## src/rtl/reg4_pkg.sv

```systemverilog
// Shared types and sizing for the 4-bit register response-capture path.
package reg4_pkg;

  localparam int W       = 4;
  localparam int DEPTH   = 16;
  localparam int PTR_W   = $clog2(DEPTH);
  localparam int CNT_W   = PTR_W + 1;
  localparam int ENTRY_W = 2 * W + 1;

  localparam logic [3:0] ERR_MAX = 4'd15;

  typedef enum logic [1:0] {
    ST_IDLE = 2'd0,
    ST_CAPT = 2'd1,
    ST_HOLD = 2'd2
  } state_e;

  // High when the complement output is not the exact inverse of the true output.
  function automatic logic compl_err(input logic [W-1:0] q_v, input logic [W-1:0] q0_v);
    return (q0_v != ~q_v);
  endfunction

endpackage

```

## src/rtl/reg4_cap_fifo.sv

```systemverilog
// Capture buffer: DEPTH-entry circular store with an extra count bit to tell full from empty.
module reg4_cap_fifo
  import reg4_pkg::*;
(
  input  logic               clk,
  input  logic               reset,
  input  logic               clr_i,
  input  logic               wr_en_i,
  input  logic [ENTRY_W-1:0] wr_data_i,
  input  logic               rd_en_i,
  output logic [ENTRY_W-1:0] rd_data_o,
  output logic [CNT_W-1:0]   count_o,
  output logic               full_o
);

  logic [ENTRY_W-1:0] mem_q [DEPTH];
  logic [PTR_W-1:0]   wr_ptr_q;
  logic [PTR_W-1:0]   rd_ptr_q;
  logic [CNT_W-1:0]   count_q;
  logic [CNT_W-1:0]   count_d;
  logic               wr_ok_s;
  logic               rd_ok_s;

  assign full_o  = (count_q == CNT_W'(DEPTH));
  assign wr_ok_s = wr_en_i && !full_o && !clr_i;
  assign rd_ok_s = rd_en_i && (count_q != {CNT_W{1'b0}}) && !clr_i;

  // Occupancy next-state; a simultaneous push and pop cancel out.
  always_comb begin
    count_d = count_q;
    if (clr_i) begin
      count_d = {CNT_W{1'b0}};
    end else if (wr_ok_s && !rd_ok_s) begin
      count_d = count_q + CNT_W'(1);
    end else if (rd_ok_s && !wr_ok_s) begin
      count_d = count_q - CNT_W'(1);
    end else begin
      count_d = count_q;
    end
  end

  // Pointer and occupancy registers; pointers wrap naturally at DEPTH.
  always_ff @(posedge clk or negedge reset) begin
    if (!reset) begin
      wr_ptr_q <= {PTR_W{1'b0}};
      rd_ptr_q <= {PTR_W{1'b0}};
      count_q  <= {CNT_W{1'b0}};
    end else begin
      count_q <= count_d;
      if (clr_i) begin
        wr_ptr_q <= {PTR_W{1'b0}};
        rd_ptr_q <= {PTR_W{1'b0}};
      end else begin
        if (wr_ok_s) wr_ptr_q <= wr_ptr_q + PTR_W'(1);
        if (rd_ok_s) rd_ptr_q <= rd_ptr_q + PTR_W'(1);
      end
    end
  end

  // Entry storage is intentionally left unreset.
  always_ff @(posedge clk) begin
    if (wr_ok_s) mem_q[wr_ptr_q] <= wr_data_i;
  end

  assign rd_data_o = (count_q != {CNT_W{1'b0}}) ? mem_q[rd_ptr_q] : {ENTRY_W{1'b0}};
  assign count_o   = count_q;

endmodule

```

## src/rtl/reg4_capture.sv

```systemverilog
// Samples q/q0 of the register under test, flags broken complements and buffers
// {err, q, q0} for a host reading through a valid/ready port.
module reg4_capture
  import reg4_pkg::*;
(
  input  logic               clk,
  input  logic               reset,
  input  logic               start,
  input  logic               stop,
  input  logic               cap_en,
  input  logic [W-1:0]       q,
  input  logic [W-1:0]       q0,
  output logic               rd_valid,
  input  logic               rd_ready,
  output logic [ENTRY_W-1:0] rd_data,
  output logic [CNT_W-1:0]   count,
  output logic               full,
  output logic [3:0]         err_cnt,
  output logic               ovf,
  output logic               busy
);

  state_e     state_q;
  logic [3:0] err_cnt_q;
  logic       ovf_q;

  logic       clr_s;
  logic       wr_en_s;
  logic       rd_en_s;
  logic       sample_err_s;
  logic       last_slot_s;

  assign sample_err_s = compl_err(q, q0);
  assign clr_s        = (state_q == ST_IDLE) && start;
  assign wr_en_s      = (state_q == ST_CAPT) && cap_en && !full;
  assign rd_en_s      = rd_valid && rd_ready && !clr_s;
  // A push that is not offset by a pop fills the last free slot.
  assign last_slot_s  = wr_en_s && !rd_en_s && (count == CNT_W'(DEPTH - 1));

  reg4_cap_fifo u_fifo (
    .clk       (clk),
    .reset     (reset),
    .clr_i     (clr_s),
    .wr_en_i   (wr_en_s),
    .wr_data_i ({sample_err_s, q, q0}),
    .rd_en_i   (rd_en_s),
    .rd_data_o (rd_data),
    .count_o   (count),
    .full_o    (full)
  );

  // Run-control FSM with the saturating error counter and sticky overflow flag.
  always_ff @(posedge clk or negedge reset) begin
    if (!reset) begin
      state_q   <= ST_IDLE;
      err_cnt_q <= 4'd0;
      ovf_q     <= 1'b0;
    end else begin
      case (state_q)
        ST_IDLE: begin
          if (start) begin
            state_q   <= ST_CAPT;
            err_cnt_q <= 4'd0;
            ovf_q     <= 1'b0;
          end
        end
        ST_CAPT: begin
          if (wr_en_s && sample_err_s && (err_cnt_q != ERR_MAX)) begin
            err_cnt_q <= err_cnt_q + 4'd1;
          end
          if (stop || last_slot_s) state_q <= ST_HOLD;
        end
        ST_HOLD: begin
          if (cap_en) ovf_q <= 1'b1;
          if (count == {CNT_W{1'b0}}) state_q <= ST_IDLE;
        end
        default: state_q <= ST_IDLE;
      endcase
    end
  end

  assign rd_valid = (count != {CNT_W{1'b0}});
  assign err_cnt  = err_cnt_q;
  assign ovf      = ovf_q;
  assign busy     = (state_q != ST_IDLE);

endmodule
```

## config.mk

```make
export PLATFORM = sky130hd
export DESIGN_NAME = reg4_capture
export DESIGN_NICKNAME = d
export VERILOG_FILES = /design/src/rtl/reg4_pkg.sv /design/src/rtl/reg4_cap_fifo.sv /design/src/rtl/reg4_capture.sv
export SDC_FILE = /design/constraint.sdc
export NUM_CORES = 1
export LEC_CHECK = 0
export ABC_CLOCK_PERIOD_IN_PS = 6200
export BUFFER_PORTS_ARGS = -buffer_cell sky130_fd_sc_hd__buf_2
export CAP_MARGIN = 15
export CELL_PAD_IN_SITES_DETAIL_PLACEMENT = 1
export CELL_PAD_IN_SITES_GLOBAL_PLACEMENT = 1
export CORE_UTILIZATION = 57
export DETAILED_ROUTE_END_ITERATION = 16
export PLACE_DENSITY = 0.92
export SYNTH_ARGS = -nofsm -noshare
export SYNTH_HDL_FRONTEND = slang
export SYNTH_SLANG_ARGS = --single-unit
export TNS_END_PERCENT = 30
```

## constraint.sdc

```tcl
create_clock -name clk -period 6.2 [get_ports clk]
set_input_delay 1.24 -clock clk [delete_from_list [all_inputs] [get_ports clk]]
set_output_delay 1.24 -clock clk [all_outputs]
set_load 0.01 [all_outputs]
```

==> results.yml <==
status:
  outcome: "finished, violations left"
  violations: "DRC"
finish:
  nets: 442
  antennaDiodeCount: 0
  area_growth_pct: 13.7
  final_common_cell: "edfxtp_1"
  final_cell_mix: "edfxtp_1, mux4_2, buf_2"
  layout-drive-gt1-share_pct: 27.0
routing:
  avgRoutedWirePerCell_um: 27.4
  final_antenna_net_count: 0
  viasPerCell: 6.26
  wl_met3_um: 794
  num_vias: 3587
  drc_errors: 6
  highest_layer: "met4"
  wl_met2_um: 8500
  m1WireLength_um: 6340
  finalWirelength_um: 15700
  drtPass1Iterations: 10
  drtIter0Drc: 334
clock_network:
  cts_tree: "yes"
  htreeDepth: 4
  path_clk_slew_ns: 0.06
  post_cts_buffers: 0
  cts_resized: 0
  clockRootBuffer: "clkbuf_16"
  clockBufferDepth: 2
  clock_latency_ns: 0.42
  cts_buffers: 17
  hold_buffers: 0
  numClockSinks: 164
sta:
  fmax_ghz: 0.234
  setup_tns_ns: 0
  maxSlewHeadroom_pct: 25.7
  tightest_slew_ns: 1.11
  maxSlewViolCount: 0
  skew_ns: 0.00866
  rsz0062_at_grt: "false"
  period_share_pct: 68.9
  setup_viol: 0
  hold_violations: 0
  period_needed_ns: 4.27
worst_hold_path:
  hold_depth: 1
  min_to: "err_cnt[2]"
  worstHoldStart: "err_cnt[2]"
  hp-class: "flop to flop"
worst_setup_path:
  regToRegEndpoint: "u_fifo.count_o[4]"
  cp.arrival_ns: 3.03
  start_kind: "flop"
  critPathSlowestCell: "dfrtp_2"
  cp_slowest_stage_delay_ns: 0.67
  path_class: "flop to output pin"
  cp_max_fo: 24
  cp_cell_sequence: "buf_4 -> mux4_1 -> mux4_2 -> and2_1 -> buf_2"
  cp.required_ns: 4.96
  r2r_start: "u_fifo.count_o[1]"
  path_buf_inv: 2
  reg2reg_depth: 9
  ff2ff_setup_slack_ns: 3.14
  cp-end-kind: "output pin"
  critical-path-top-delay-family: "multiplexers"
grt:
  groute.usage.overall_pct: 27.7
  grt_pass1_vias: 3953
  antenna_found_initial: 0
  grt_pass1_wl_um: 23800
  grt_max_degree: 38
  overflow: 0
synthesis:
  ys_warn_count: 0
  ys_top_cells_by_area: "edfxtp_1, mux4_2, dfrtp_1"
  synth_area_um2: 6820
  synth_nets: 390
  ys_types: 41
  seq_area_frac_synth_pct: 70.7
  yosys.area.top_type_share_pct: 63.4
  ys_ff_latch: 164
  syn_inst: 366
  synth.avg_cell_area_um2: 18.6
  yosysTopAreaCell: "edfxtp_1"
die:
  die_w_um: 111
  num_rows: 39
  start_util_pct: 59.0
  die_h_um: 111
  io-pin-count: 36
  fp.dieArea_um2: 12400
  core_area_um2: 11600
power:
  vdd_drop_max_mv: 0.275
  power-per-cell-area_nw_per_um2: 416
  p_total_mw: 3.23
  power_leakage_nw: 2.68
job:
  cap_violations: 0
placed_design:
  globalplace.congestion: 0.758
  dpl.hpwl_um: 9770
  io_buffer_count: 35
power breakdown:
part / total (mW) / switching [mW] / internal, mW
Combinational: 0.884 / 0.456 / 0.428
Clock: 0.968 / 0.385 / 0.583
Sequential: 1.38 / 0.110 / 1.27
per-stage QoR:
| step | cell area, um2 | util (%) | instances | hold slack (ns) | setup slack, ns |
|---|---|---|---|---|---|
| 2_1_floorplan | 6820 | - | 366 | 0.490 | 3.11 |
| 3_3_place_gp | 7150 | 61.8 | 534 | 0.502 | 2.38 |
| 3_5_place_dp | 7150 | 61.8 | 534 | 0.530 | 2.29 |
| 4_1_cts | 7680 | 66.4 | 565 | 0.540 | 1.85 |
| 5_1_grt | 7750 | 67.1 | 573 | 0.577 | 1.72 |
| 6_report | 7750 | 67.1 | 573 | 0.541 | 1.93 |
cells in the mapped netlist, drive strengths merged:
master	n
edfxtp	144
mux4	45
nor2	24
nand2	22
dfrtp	20
nand3	10
and2	9
clkbuf	9
ha	9
inv	9
xor2	9
a21oi	8
buf	8
o21ai	7
nor4	5
xnor2	4
a21o	3
nand4	3
a22oi	2
nand3b	2
a21boi	1
a31o	1
a41oi	1
and3	1
fa	1
mux2i	1
nor3	1
o2111ai	1
o21a	1
o22ai	1
o311ai	1
o31ai	1
or3	1
or4	1
cells by family (layout without fill, tap and decap cells):
kind of cell             after synthesis  in the layout  synth area share [%]
AND/OR/NAND/NOR                       79             79                  5.50
multiplexers                          46             46                  15.4
flip-flops                           164            164                  70.7
buffers and inverters                 26             90                  2.09
AO/OA/AOI/OAI                         28             28                  2.64
adder cells (fa/ha/maj)               10             10                  1.94
XOR/XNOR                              13             13                  1.67
registers in the layout, summed over array words and instances, names as in the netlist:
| signal | cells |
|---|---|
| u_fifo.mem_q | 144 |
| u_fifo.count_o | 5 |
| err_cnt | 4 |
| u_fifo.rd_ptr_q | 4 |
| u_fifo.wr_ptr_q | 4 |
| state_q | 2 |
| ovf | 1 |
worst register-to-register path, delay by kind of cell, from the launching register on:
kind | cells | cell delay [ns]
flip-flops | 1 | 0.49
adder cells (fa/ha/maj) | 1 | 0.44
AND/OR/NAND/NOR | 3 | 0.96
AO/OA/AOI/OAI | 5 | 1.06
cell type report:
class / instances / area [um2]
fill: 997 / 3810
tap: 143 / 179
clock inverter: 8 / 85.1
sequential: 164 / 4830
inverter: 9 / 33.8
multi-input combinational: 176 / 1880
clock buffer: 23 / 448
timing repair buffer: 50 / 303
worst max-delay path by stage:
stage,startpoint,endpoint,cells past startpoint
6_report,u_fifo.rd_ptr_q[0],rd_data[7],5
5_1_grt,u_fifo.rd_ptr_q[0],rd_data[7],5
4_1_cts,u_fifo.rd_ptr_q[0],rd_data[7],5
3_5_place_dp,u_fifo.rd_ptr_q[0],rd_data[7],5
3_3_place_gp,u_fifo.rd_ptr_q[0],rd_data[7],5
2_1_floorplan,u_fifo.rd_ptr_q[1],rd_data[8],5
layer usage:
metal  track usage (%)  vias up
met5                 0        -
met4              10.0        0
met3              7.95        7
met2              47.0      128
met1              34.5     1885
li1                  -     1567
(Power assumes the default switching activity.)
